[config.mk]
export PLATFORM = sky130hd
export DESIGN_NAME = bank_conflict_scheduler_flat
export DESIGN_NICKNAME = d
export VERILOG_FILES = /design/src/rtl/bank_conflict_scheduler_pkg.sv /design/src/rtl/bank_conflict_scheduler_if.sv /design/src/rtl/bank_grant_select.sv /design/src/rtl/bank_conflict_scheduler.sv /design/src/flat_wrapper.sv
export SDC_FILE = /design/constraint.sdc
export NUM_CORES = 1
export LEC_CHECK = 0
export ABC_AREA = 1
export CAP_MARGIN = 20
export CORE_UTILIZATION = 50
export CTS_CLUSTER_DIAMETER = 50
export DETAILED_ROUTE_END_ITERATION = 8
export DONT_BUFFER_PORTS = 1
export PLACE_DENSITY = 0.74
export SLEW_MARGIN = 20
export SYNTH_ARGS = -nofsm -noshare
export SYNTH_HDL_FRONTEND = slang
export SYNTH_HIERARCHICAL = 1
export SYNTH_SLANG_ARGS = --single-unit
[constraint.sdc]
create_clock -name clk -period 1.3 [get_ports clk]
set_input_delay 0 -clock clk [delete_from_list [all_inputs] [get_ports clk]]
set_output_delay 0 -clock clk [all_outputs]
set_load 0.05 [all_outputs]
[src/rtl/bank_conflict_scheduler_pkg.sv]
// Shared definitions for the bank conflict scheduler: default geometry,
// FSM state encoding and the beat counter width rule.
package bank_conflict_scheduler_pkg;

  localparam int unsigned DEF_P          = 2;
  localparam int unsigned DEF_ADDR_WIDTH = 8;
  localparam int unsigned DEF_MAP        = 2;
  localparam int unsigned DEF_N_LANES    = 2 * DEF_P;

  typedef enum logic {
    IDLE  = 1'b0,
    ISSUE = 1'b1
  } state_e;

  // A batch needs at most N_LANES beats, so indices 0..N_LANES must fit.
  function automatic int unsigned beat_cnt_w(input int unsigned n_lanes);
    return $clog2(n_lanes) + 1;
  endfunction

endpackage

[src/rtl/bank_conflict_scheduler_if.sv]
// Batch-in / beat-out handshake bundle for the bank conflict scheduler.
interface bank_conflict_scheduler_if
  import bank_conflict_scheduler_pkg::*;
#(
  parameter int unsigned N_LANES    = DEF_N_LANES,
  parameter int unsigned ADDR_WIDTH = DEF_ADDR_WIDTH,
  parameter int unsigned MAP        = DEF_MAP
);
  localparam int unsigned CW = beat_cnt_w(N_LANES);

  logic                          in_valid;
  logic                          in_ready;
  logic [N_LANES*ADDR_WIDTH-1:0] in_ba_bus;
  logic [N_LANES*MAP-1:0]        in_bi_bus;
  logic [N_LANES-1:0]            in_mask;
  logic                          out_valid;
  logic                          out_ready;
  logic [N_LANES*ADDR_WIDTH-1:0] out_ba_bus;
  logic [N_LANES*MAP-1:0]        out_bi_bus;
  logic [N_LANES-1:0]            out_mask;
  logic                          out_last;
  logic [CW-1:0]                 beat_cnt;

  modport slave (
    input  in_valid, in_ba_bus, in_bi_bus, in_mask, out_ready,
    output in_ready, out_valid, out_ba_bus, out_bi_bus, out_mask, out_last, beat_cnt
  );

  modport master (
    output in_valid, in_ba_bus, in_bi_bus, in_mask, out_ready,
    input  in_ready, out_valid, out_ba_bus, out_bi_bus, out_mask, out_last, beat_cnt
  );

endinterface

[src/rtl/bank_grant_select.sv]
// Grants the lowest-indexed pending lane of every distinct bank index.
module bank_grant_select #(
  parameter int unsigned N_LANES = 4,
  parameter int unsigned MAP     = 2
) (
  input  logic [N_LANES-1:0]          pending_i,
  input  logic [N_LANES-1:0][MAP-1:0] bi_i,
  output logic [N_LANES-1:0]          grant_o,
  output logic                        last_o
);

  // blocked[i][j]: lower pending lane j already claims lane i's bank.
  logic [N_LANES-1:0][N_LANES-1:0] blocked;

  always_comb begin
    blocked = '0;
    grant_o = '0;
    for (int unsigned i = 0; i < N_LANES; i++) begin
      for (int unsigned j = 0; j < i; j++) begin
        blocked[i][j] = pending_i[j] && (bi_i[j] == bi_i[i]);
      end
      grant_o[i] = pending_i[i] && !(|blocked[i]);
    end
    last_o = (grant_o == pending_i);
  end

endmodule

[src/rtl/bank_conflict_scheduler.sv]
// Holds one batch of lane requests and issues it as conflict-free beats.
module bank_conflict_scheduler
  import bank_conflict_scheduler_pkg::*;
#(
  parameter int unsigned N_LANES    = DEF_N_LANES,
  parameter int unsigned ADDR_WIDTH = DEF_ADDR_WIDTH,
  parameter int unsigned MAP        = DEF_MAP
) (
  input logic                      clk,
  input logic                      rst_n,
  bank_conflict_scheduler_if.slave bus
);

  localparam int unsigned CW = beat_cnt_w(N_LANES);

  state_e                             state_q, state_d;
  logic [N_LANES-1:0]                 pending_q, pending_d;
  logic [N_LANES-1:0][ADDR_WIDTH-1:0] ba_q, ba_d, ba_out;
  logic [N_LANES-1:0][MAP-1:0]        bi_q, bi_d, bi_out;
  logic [CW-1:0]                      cnt_q, cnt_d;
  logic [N_LANES-1:0]                 grant;
  logic                               last;
  logic                               issuing;

  bank_grant_select #(
    .N_LANES (N_LANES),
    .MAP     (MAP)
  ) u_grant (
    .pending_i (pending_q),
    .bi_i      (bi_q),
    .grant_o   (grant),
    .last_o    (last)
  );

  always_ff @(posedge clk) begin
    if (!rst_n) begin
      state_q   <= IDLE;
      pending_q <= '0;
      ba_q      <= '0;
      bi_q      <= '0;
      cnt_q     <= '0;
    end else begin
      state_q   <= state_d;
      pending_q <= pending_d;
      ba_q      <= ba_d;
      bi_q      <= bi_d;
      cnt_q     <= cnt_d;
    end
  end

  always_comb begin
    state_d   = state_q;
    pending_d = pending_q;
    ba_d      = ba_q;
    bi_d      = bi_q;
    cnt_d     = cnt_q;
    unique case (state_q)
      IDLE: begin
        if (bus.in_valid) begin
          ba_d      = bus.in_ba_bus;
          bi_d      = bus.in_bi_bus;
          pending_d = bus.in_mask;
          cnt_d     = '0;
          // An empty batch is consumed without producing a beat.
          if (|bus.in_mask) state_d = ISSUE;
        end
      end
      ISSUE: begin
        if (bus.out_ready) begin
          pending_d = pending_q & ~grant;
          if (last) begin
            state_d = IDLE;
            cnt_d   = '0;
          end else begin
            cnt_d = CW'(cnt_q + 1'b1);
          end
        end
      end
      default: state_d = IDLE;
    endcase
  end

  always_comb begin
    issuing = (state_q == ISSUE);
    ba_out  = '0;
    bi_out  = '0;
    for (int unsigned i = 0; i < N_LANES; i++) begin
      if (issuing && grant[i]) begin
        ba_out[i] = ba_q[i];
        bi_out[i] = bi_q[i];
      end
    end
    bus.in_ready   = !issuing;
    bus.out_valid  = issuing;
    bus.out_mask   = issuing ? grant : '0;
    bus.out_last   = issuing && last;
    bus.out_ba_bus = ba_out;
    bus.out_bi_bus = bi_out;
    bus.beat_cnt   = cnt_q;
  end

endmodule

[src/flat_wrapper.sv]
// flat-port wrapper written by rule: the top's interface ports become plain ports
module bank_conflict_scheduler_flat import bank_conflict_scheduler_pkg::*;
#(
  parameter int unsigned N_LANES    = DEF_N_LANES,
  parameter int unsigned ADDR_WIDTH = DEF_ADDR_WIDTH,
  parameter int unsigned MAP        = DEF_MAP
)
  (clk, rst_n, bus_in_valid, bus_in_ba_bus, bus_in_bi_bus, bus_in_mask, bus_out_ready, bus_in_ready, bus_out_valid, bus_out_ba_bus, bus_out_bi_bus, bus_out_mask, bus_out_last, bus_beat_cnt);
  bank_conflict_scheduler_if #(.N_LANES(N_LANES), .ADDR_WIDTH(ADDR_WIDTH), .MAP(MAP)) bus_i ();
  input logic clk;
  input logic rst_n;
  input wire logic [$bits(bus_i.in_valid)-1:0] bus_in_valid;
  input wire logic [$bits(bus_i.in_ba_bus)-1:0] bus_in_ba_bus;
  input wire logic [$bits(bus_i.in_bi_bus)-1:0] bus_in_bi_bus;
  input wire logic [$bits(bus_i.in_mask)-1:0] bus_in_mask;
  input wire logic [$bits(bus_i.out_ready)-1:0] bus_out_ready;
  output wire logic [$bits(bus_i.in_ready)-1:0] bus_in_ready;
  output wire logic [$bits(bus_i.out_valid)-1:0] bus_out_valid;
  output wire logic [$bits(bus_i.out_ba_bus)-1:0] bus_out_ba_bus;
  output wire logic [$bits(bus_i.out_bi_bus)-1:0] bus_out_bi_bus;
  output wire logic [$bits(bus_i.out_mask)-1:0] bus_out_mask;
  output wire logic [$bits(bus_i.out_last)-1:0] bus_out_last;
  output wire logic [$bits(bus_i.beat_cnt)-1:0] bus_beat_cnt;
  assign bus_i.in_valid = bus_in_valid;
  assign bus_i.in_ba_bus = bus_in_ba_bus;
  assign bus_i.in_bi_bus = bus_in_bi_bus;
  assign bus_i.in_mask = bus_in_mask;
  assign bus_i.out_ready = bus_out_ready;
  assign bus_in_ready = bus_i.in_ready;
  assign bus_out_valid = bus_i.out_valid;
  assign bus_out_ba_bus = bus_i.out_ba_bus;
  assign bus_out_bi_bus = bus_i.out_bi_bus;
  assign bus_out_mask = bus_i.out_mask;
  assign bus_out_last = bus_i.out_last;
  assign bus_beat_cnt = bus_i.beat_cnt;
  bank_conflict_scheduler #(.N_LANES(N_LANES), .ADDR_WIDTH(ADDR_WIDTH), .MAP(MAP)) u_core (.clk(clk), .rst_n(rst_n), .bus(bus_i));
endmodule
==> metrics list, run 1 <==
* Top-level port count: 98
- Failed at: 4_1_cts
- Final GP Congestion: 0.953
- Mapped Cells: 343
- The die is 70.7 um wide.
- Clock tree synthesis selected as its root buffer the cell clkbuf_8.
* Hpwl dp: 4.39 mm
* Clock Tree Buf Depth: 2
- Syn nets: 392
- Area share of the leading cell type in the synthesized netlist: 0.407
- In this run the number of H-tree levels came out at 2.
- The placed instances occupy a cell area of 3520 um2.
* CTS Hold Bufs: 47
- By area the synthesized netlist is led by dfxtp_1 (41%), inv_1 (9.9%), a21oi_1 (8.5%), o21ai_0 (8.3%), nor2_1 (7.9%).
- Number of clock buffers inserted by TritonCTS: 5
* Error text reported by the tool: [ERROR DPL-0033] detailed placement checks failed during check placement.
- Initial core utilization: 0.532
- CTS sink cnt: 48
- The flow did not finish.
- The floorplan has 24 rows.
- Syn Std Cell Area: 2360 um2
* Number of warnings reported in the yosys synthesis log: 6
* Post-CTS setup-driven buffer insertion count: 11
- In this run the mean area of a mapped cell was 6.89 um2.
* Number of different library cells in the post-synthesis netlist: 21
- Proportion of synthesized chip area in sequential cells: 0.407
- Largest area contributor in the synthesized netlist: dfxtp_1
- Post-CTS repair changed the size of 53 cells.
- The die is 70.7 um tall.
* IO buf count: 0
- #FFs+latches synth: 48
-- metrics by stage --
| stage | cells | utilization | worst slack, ns |
|---|---|---|---|
| after detailed placement | 438 | 0.791 | -0.147 |
| after global placement | 438 | 0.791 | -0.0995 |
| after floorplan | 343 | - | -0.00794 |
-- kinds of logic after synthesis --
logic type,after synthesis,synth area share
buffers and inverters,87,0.160
AO/OA/AOI/OAI,101,0.247
XOR/XNOR,1,0.00371
AND/OR/NAND/NOR,105,0.177
adder cells (fa/ha/maj),1,0.00530
flip-flops,48,0.407
-- synth_stat cells --
master and instances:
buf_2 15, a21oi_2 10, a21boi_0 1, buf_6 2, buf_4 2, dfxtp_1 48, inv_2 5, inv_1 62
o21ai_1 1, buf_8 1, o21ai_2 10, nand2_2 2, nor2_2 1, ha_1 1, xnor2_1 1, nand3_2 1
o21ai_0 39, nand2_1 43, nand3_1 8, a21oi_1 40, nor2_1 50
==> run 2, diff against run 1 <==
--- a/config.mk
+++ b/config.mk
@@ -7,11 +7,10 @@
 export LEC_CHECK = 0
 export ABC_AREA = 1
 export CAP_MARGIN = 20
-export CORE_UTILIZATION = 50
-export CTS_CLUSTER_DIAMETER = 50
+export CORE_UTILIZATION = 35
 export DETAILED_ROUTE_END_ITERATION = 8
 export DONT_BUFFER_PORTS = 1
-export PLACE_DENSITY = 0.74
+export PLACE_DENSITY_LB_ADDON = 0.15
 export SLEW_MARGIN = 20
 export SYNTH_ARGS = -nofsm -noshare
 export SYNTH_HDL_FRONTEND = slang
==> constraint.sdc (replaced) <==
create_clock -name clk -period 1.7 [get_ports clk]
set_input_delay 0 -clock clk [delete_from_list [all_inputs] [get_ports clk]]
set_output_delay 0 -clock clk [all_outputs]
set_load 0.05 [all_outputs]
==> run 2 against run 1 <==
Net effect: area after synthesis stayed put; synthesized cell count is the same; the flow now finishes, with violations (design-rule violations).
==> metrics list, run 2 <==
- Row count: 29 (+21%)
- The worst slack at placement came to 0.0577 ns (+0.205 ns).
* Largest registers: u_core/ba_q: 32 flops, u_core/bi_q: 8 flops, u_core/pending_q: 4 flops
- The post-DP HPWL was 4.02 mm (-8.5%).
* Clock tree from TritonCTS: built
* Number of clock buffers inserted by TritonCTS: 5 (unchanged)
- Outcome: finished, violations left
* Clock Tree Buf Depth: 2 (unchanged)
- At the pin with the least slew margin, the transition time is 0.384 ns.
* Number of nets in the layout: 481
- GRT overflow: 0
- Number of antenna violations at the first check in global routing: 0
- In this run the critical register-to-register path is captured at u_core/ba_q[19]$_SDFFE_PN0P_.
- Fin crit period: 1.68 ns
- Max Clock Freq: 595 MHz
- Ranked by total cell area, the synthesized netlist is headed by dfxtp_1 (41%), inv_1 (9.9%), a21oi_1 (8.5%), o21ai_0 (8.3%), nor2_1 (7.9%).
* Post-CTS setup-driven buffer insertion count: 0 (-11)
* Worst R2R Setup Slack: 0.22 ns
* Length of the first detailed-routing pass in iterations: 6
- Setup CP Type: flop to primary output
- Number of different library cells in the post-synthesis netlist: 21 (unchanged)
- The via count of the first global-routing pass is 2202.
* Horizontal extent of the die: 84.2 um (+19%)
- Counting instances, the worst hold path has a depth of 3.
- The register with the most flip-flops in the layout has 32 of them.
- In this run the standard cell core region covers 6420 um2.
- The first global-routing pass estimated 10.1 mm of wire.
* Kind of launch point of the worst setup path: flop
- More flip-flops sit in one register than any other, and that register is u_core/ba_q.
* Count of unresolved DRC violations after routing: 16
- Across the run, the number of max-cap violations was 0.
- Number of enable-type register cells in the synthesized netlist: 0 (unchanged)
- The most used flip-flop cell after synthesis is dfxtp_1.
- Worst VDD drop: 0.446 mV
- Via-per-instance ratio: 4.74
- Number of warnings reported in the yosys synthesis log: 6 (unchanged)
* CTS sink cnt: 48 (unchanged)
- Total wire length after detailed routing: 6.36 mm
- Count of final hold-check violations: 0
- The post-synthesis net count is 392 (unchanged).
- Hold WS: 0.0196 ns
- The fraction of registers with async set/reset was 0 (unchanged).
- The number of instances in the synthesized netlist was 343 (unchanged).
* Failing checks: design-rule violations
- Measured against its own limit, the worst slew margin works out to 0.744.
* Proportion of synthesized chip area in sequential cells: 0.407 (unchanged)
- The die height is 84.2 um (+19%).
- In the final layout, the share of cells above drive strength 1 is 0.316.
- Vias: 2410
- Total cell area at the placement stage: 2750 um2 (-22%)
- Final GP Congestion: 0.922 (-3.3%)
- Commonest cells after routing, fill and taps aside: inv_1 (59), dlygate4sd3_1 (46), a21oi_1 (40)
- STA classifies the critical path endpoint as a primary output.
- The library cell used most frequently in the layout, excluding fill and tap cells, is inv_1.
- Synth Area per Inst: 6.89 um2 (unchanged)
- The number of top-level pins is 98 (unchanged).
* Global routing usage summed across all routing layers: 0.178
- The biggest area contributor in the post-synthesis netlist is dfxtp_1.
* Worst-skew pair later-pin latency: 0.30 ns
* Worst-path clk slew: 0.08 ns
- STA puts the critical path data arrival time at 1.68 ns.
- For this block, the initial DRC count from the detailed router was 99.
* List of most frequent post-synthesis cells: inv_1 (62), nor2_1 (50), dfxtp_1 (48)
- The cell area after technology mapping is 2360 um2 (unchanged).
- Slew Limit Fails: 0
- Maximum number of pins on one net before global-route repair: 47
* Area share of the leading cell type in the synthesized netlist: 0.407 (unchanged)
- Area growth, synth to finish: 52.8%
- Clock tree synthesis selected as its root buffer the cell clkbuf_8.
- Final period util: 0.989
- In the final timing run, aggregate negative setup slack is 0 ns.
* Final Instance Area: 3610 um2
- Final worst setup slack: 0.0189 ns
- Dominant cell by count in the synthesized netlist: inv_1
- The register bit count reported by yosys was 48 (unchanged).
* H-Tree Level Count: 2 (unchanged)
- Along the worst path, the maximum fanout reaches 6.
- Setup repair after global routing could not meet its margin everywhere.
* Setup-failing EPs final: 0
* Post-route antenna net violation count: 0
- For the final database, setup skew stands at 0.00757 ns.
- The initial core utilization is 0.368 (-0.164).
* RR Startpoint: u_core/bus.out_valid$_SDFF_PN0_
* Power density over cell area: 742 nW/um2
- The path class of the tightest hold or removal check is input port to flop.
- The die covers 7080 um2.
* Worst Hold Endpoint: u_core/bi_q[5]$_SDFFE_PN0P_
- The worst hold path begins at rst_n.
* Reported leakage power: 1.56 nW
* IO buf count: 0 (unchanged)
* Required time of the critical path: 1.70 ns
- Reg2reg path depth: 5
* Overall power: 2.68 mW
- After detailed routing, the average wire length per cell comes to 12.5 um.
- Number of antenna diodes: 0
run 2: cell counts after synthesis:
Identical to the previous run, type by type.
run 2: power breakdown:
| part | internal, mW | switching (mW) |
|---|---|---|
| Sequential | 1.22 | 0.0549 |
| Combinational | 0.238 | 0.381 |
| Clock | 0.423 | 0.362 |
| Total | 1.88 | 0.799 |
run 2: worst max path at each step:
| stage | from | end | cells past startpoint |
|---|---|---|---|
| floorplan | u_core/bus.out_valid$_SDFF_PN0_ | bus_out_ba_bus[10] | 4 |
| global placement | u_core/bi_q[3]$_SDFFE_PN0P_ | bus_out_ba_bus[31] | 9 |
| detailed placement | u_core/bi_q[2]$_SDFFE_PN0P_ | u_core/pending_q[3]$_SDFFE_PN0P_ | 10 |
| CTS | u_core/bi_q[3]$_SDFFE_PN0P_ | bus_out_ba_bus[29] | 9 |
| global route | u_core/bi_q[2]$_SDFFE_PN0P_ | bus_out_last | 9 |
| finish | u_core/bi_q[7]$_SDFFE_PN0P_ | bus_out_ba_bus[30] | 9 |
run 2: area by class of cell:
cell class | count | area (um2)
tap | 77 | 96.3
inverter | 67 | 258
multi-input combinational | 209 | 1160
timing repair buffer | 101 | 1010
fill | 652 | 2810
sequential | 48 | 985
clock inverter | 1 | 30.0
clock buffer | 5 | 68.8
run 2: critical path: stages, from the launching register on:
cell     delay [ns]
dfxtp_4        0.38
inv_4          0.05
nand2_2        0.06
nand2_2        0.05
nand3_2        0.07
nand3_2        0.10
nor2_4         0.17
nand2_2        0.15
nor2_1         0.14
buf_4          0.21
run 2: what timing repair did:
item                                   4_1_cts  5_1_grt
cloned                                       1        0
gates resized for setup                     25       64
setup endpoints to repair                   33       45
hold buffers                                47        0
pin swaps                                    0        7
endpoints found under the hold margin       48        0
run 2: stage by stage:
step | util | cells
2_1_floorplan | - | 343
5_1_grt | 0.562 | 508
4_1_cts | 0.530 | 508
6_report | 0.562 | 508
3_5_place_dp | 0.429 | 454
3_3_place_gp | 0.429 | 454
run 2: cell families (layout without fill, tap and decap cells):
group | after synthesis | in the layout | synth area share
AOI/OAI and AO/OA | 101 | 101 | 0.247
adders and majority gates | 1 | 1 | 0.00530
and+or+nand+nor | 105 | 106 | 0.177
DFF | 48 | 48 | 0.407
buffers and inverters | 87 | 174 | 0.160
xor gates and xnor gates | 1 | 1 | 0.00371
run 2: layer usage:
layer	share of wire	vias up	GRT usage
met5	0	-	0
met4	0.017	0	0.0580
met3	0.041	10	0.0374
met2	0.51	52	0.304
met1	0.43	1113	0.224
li1	-	1235	-
Note: power is estimated with default switching activity, not from simulation.
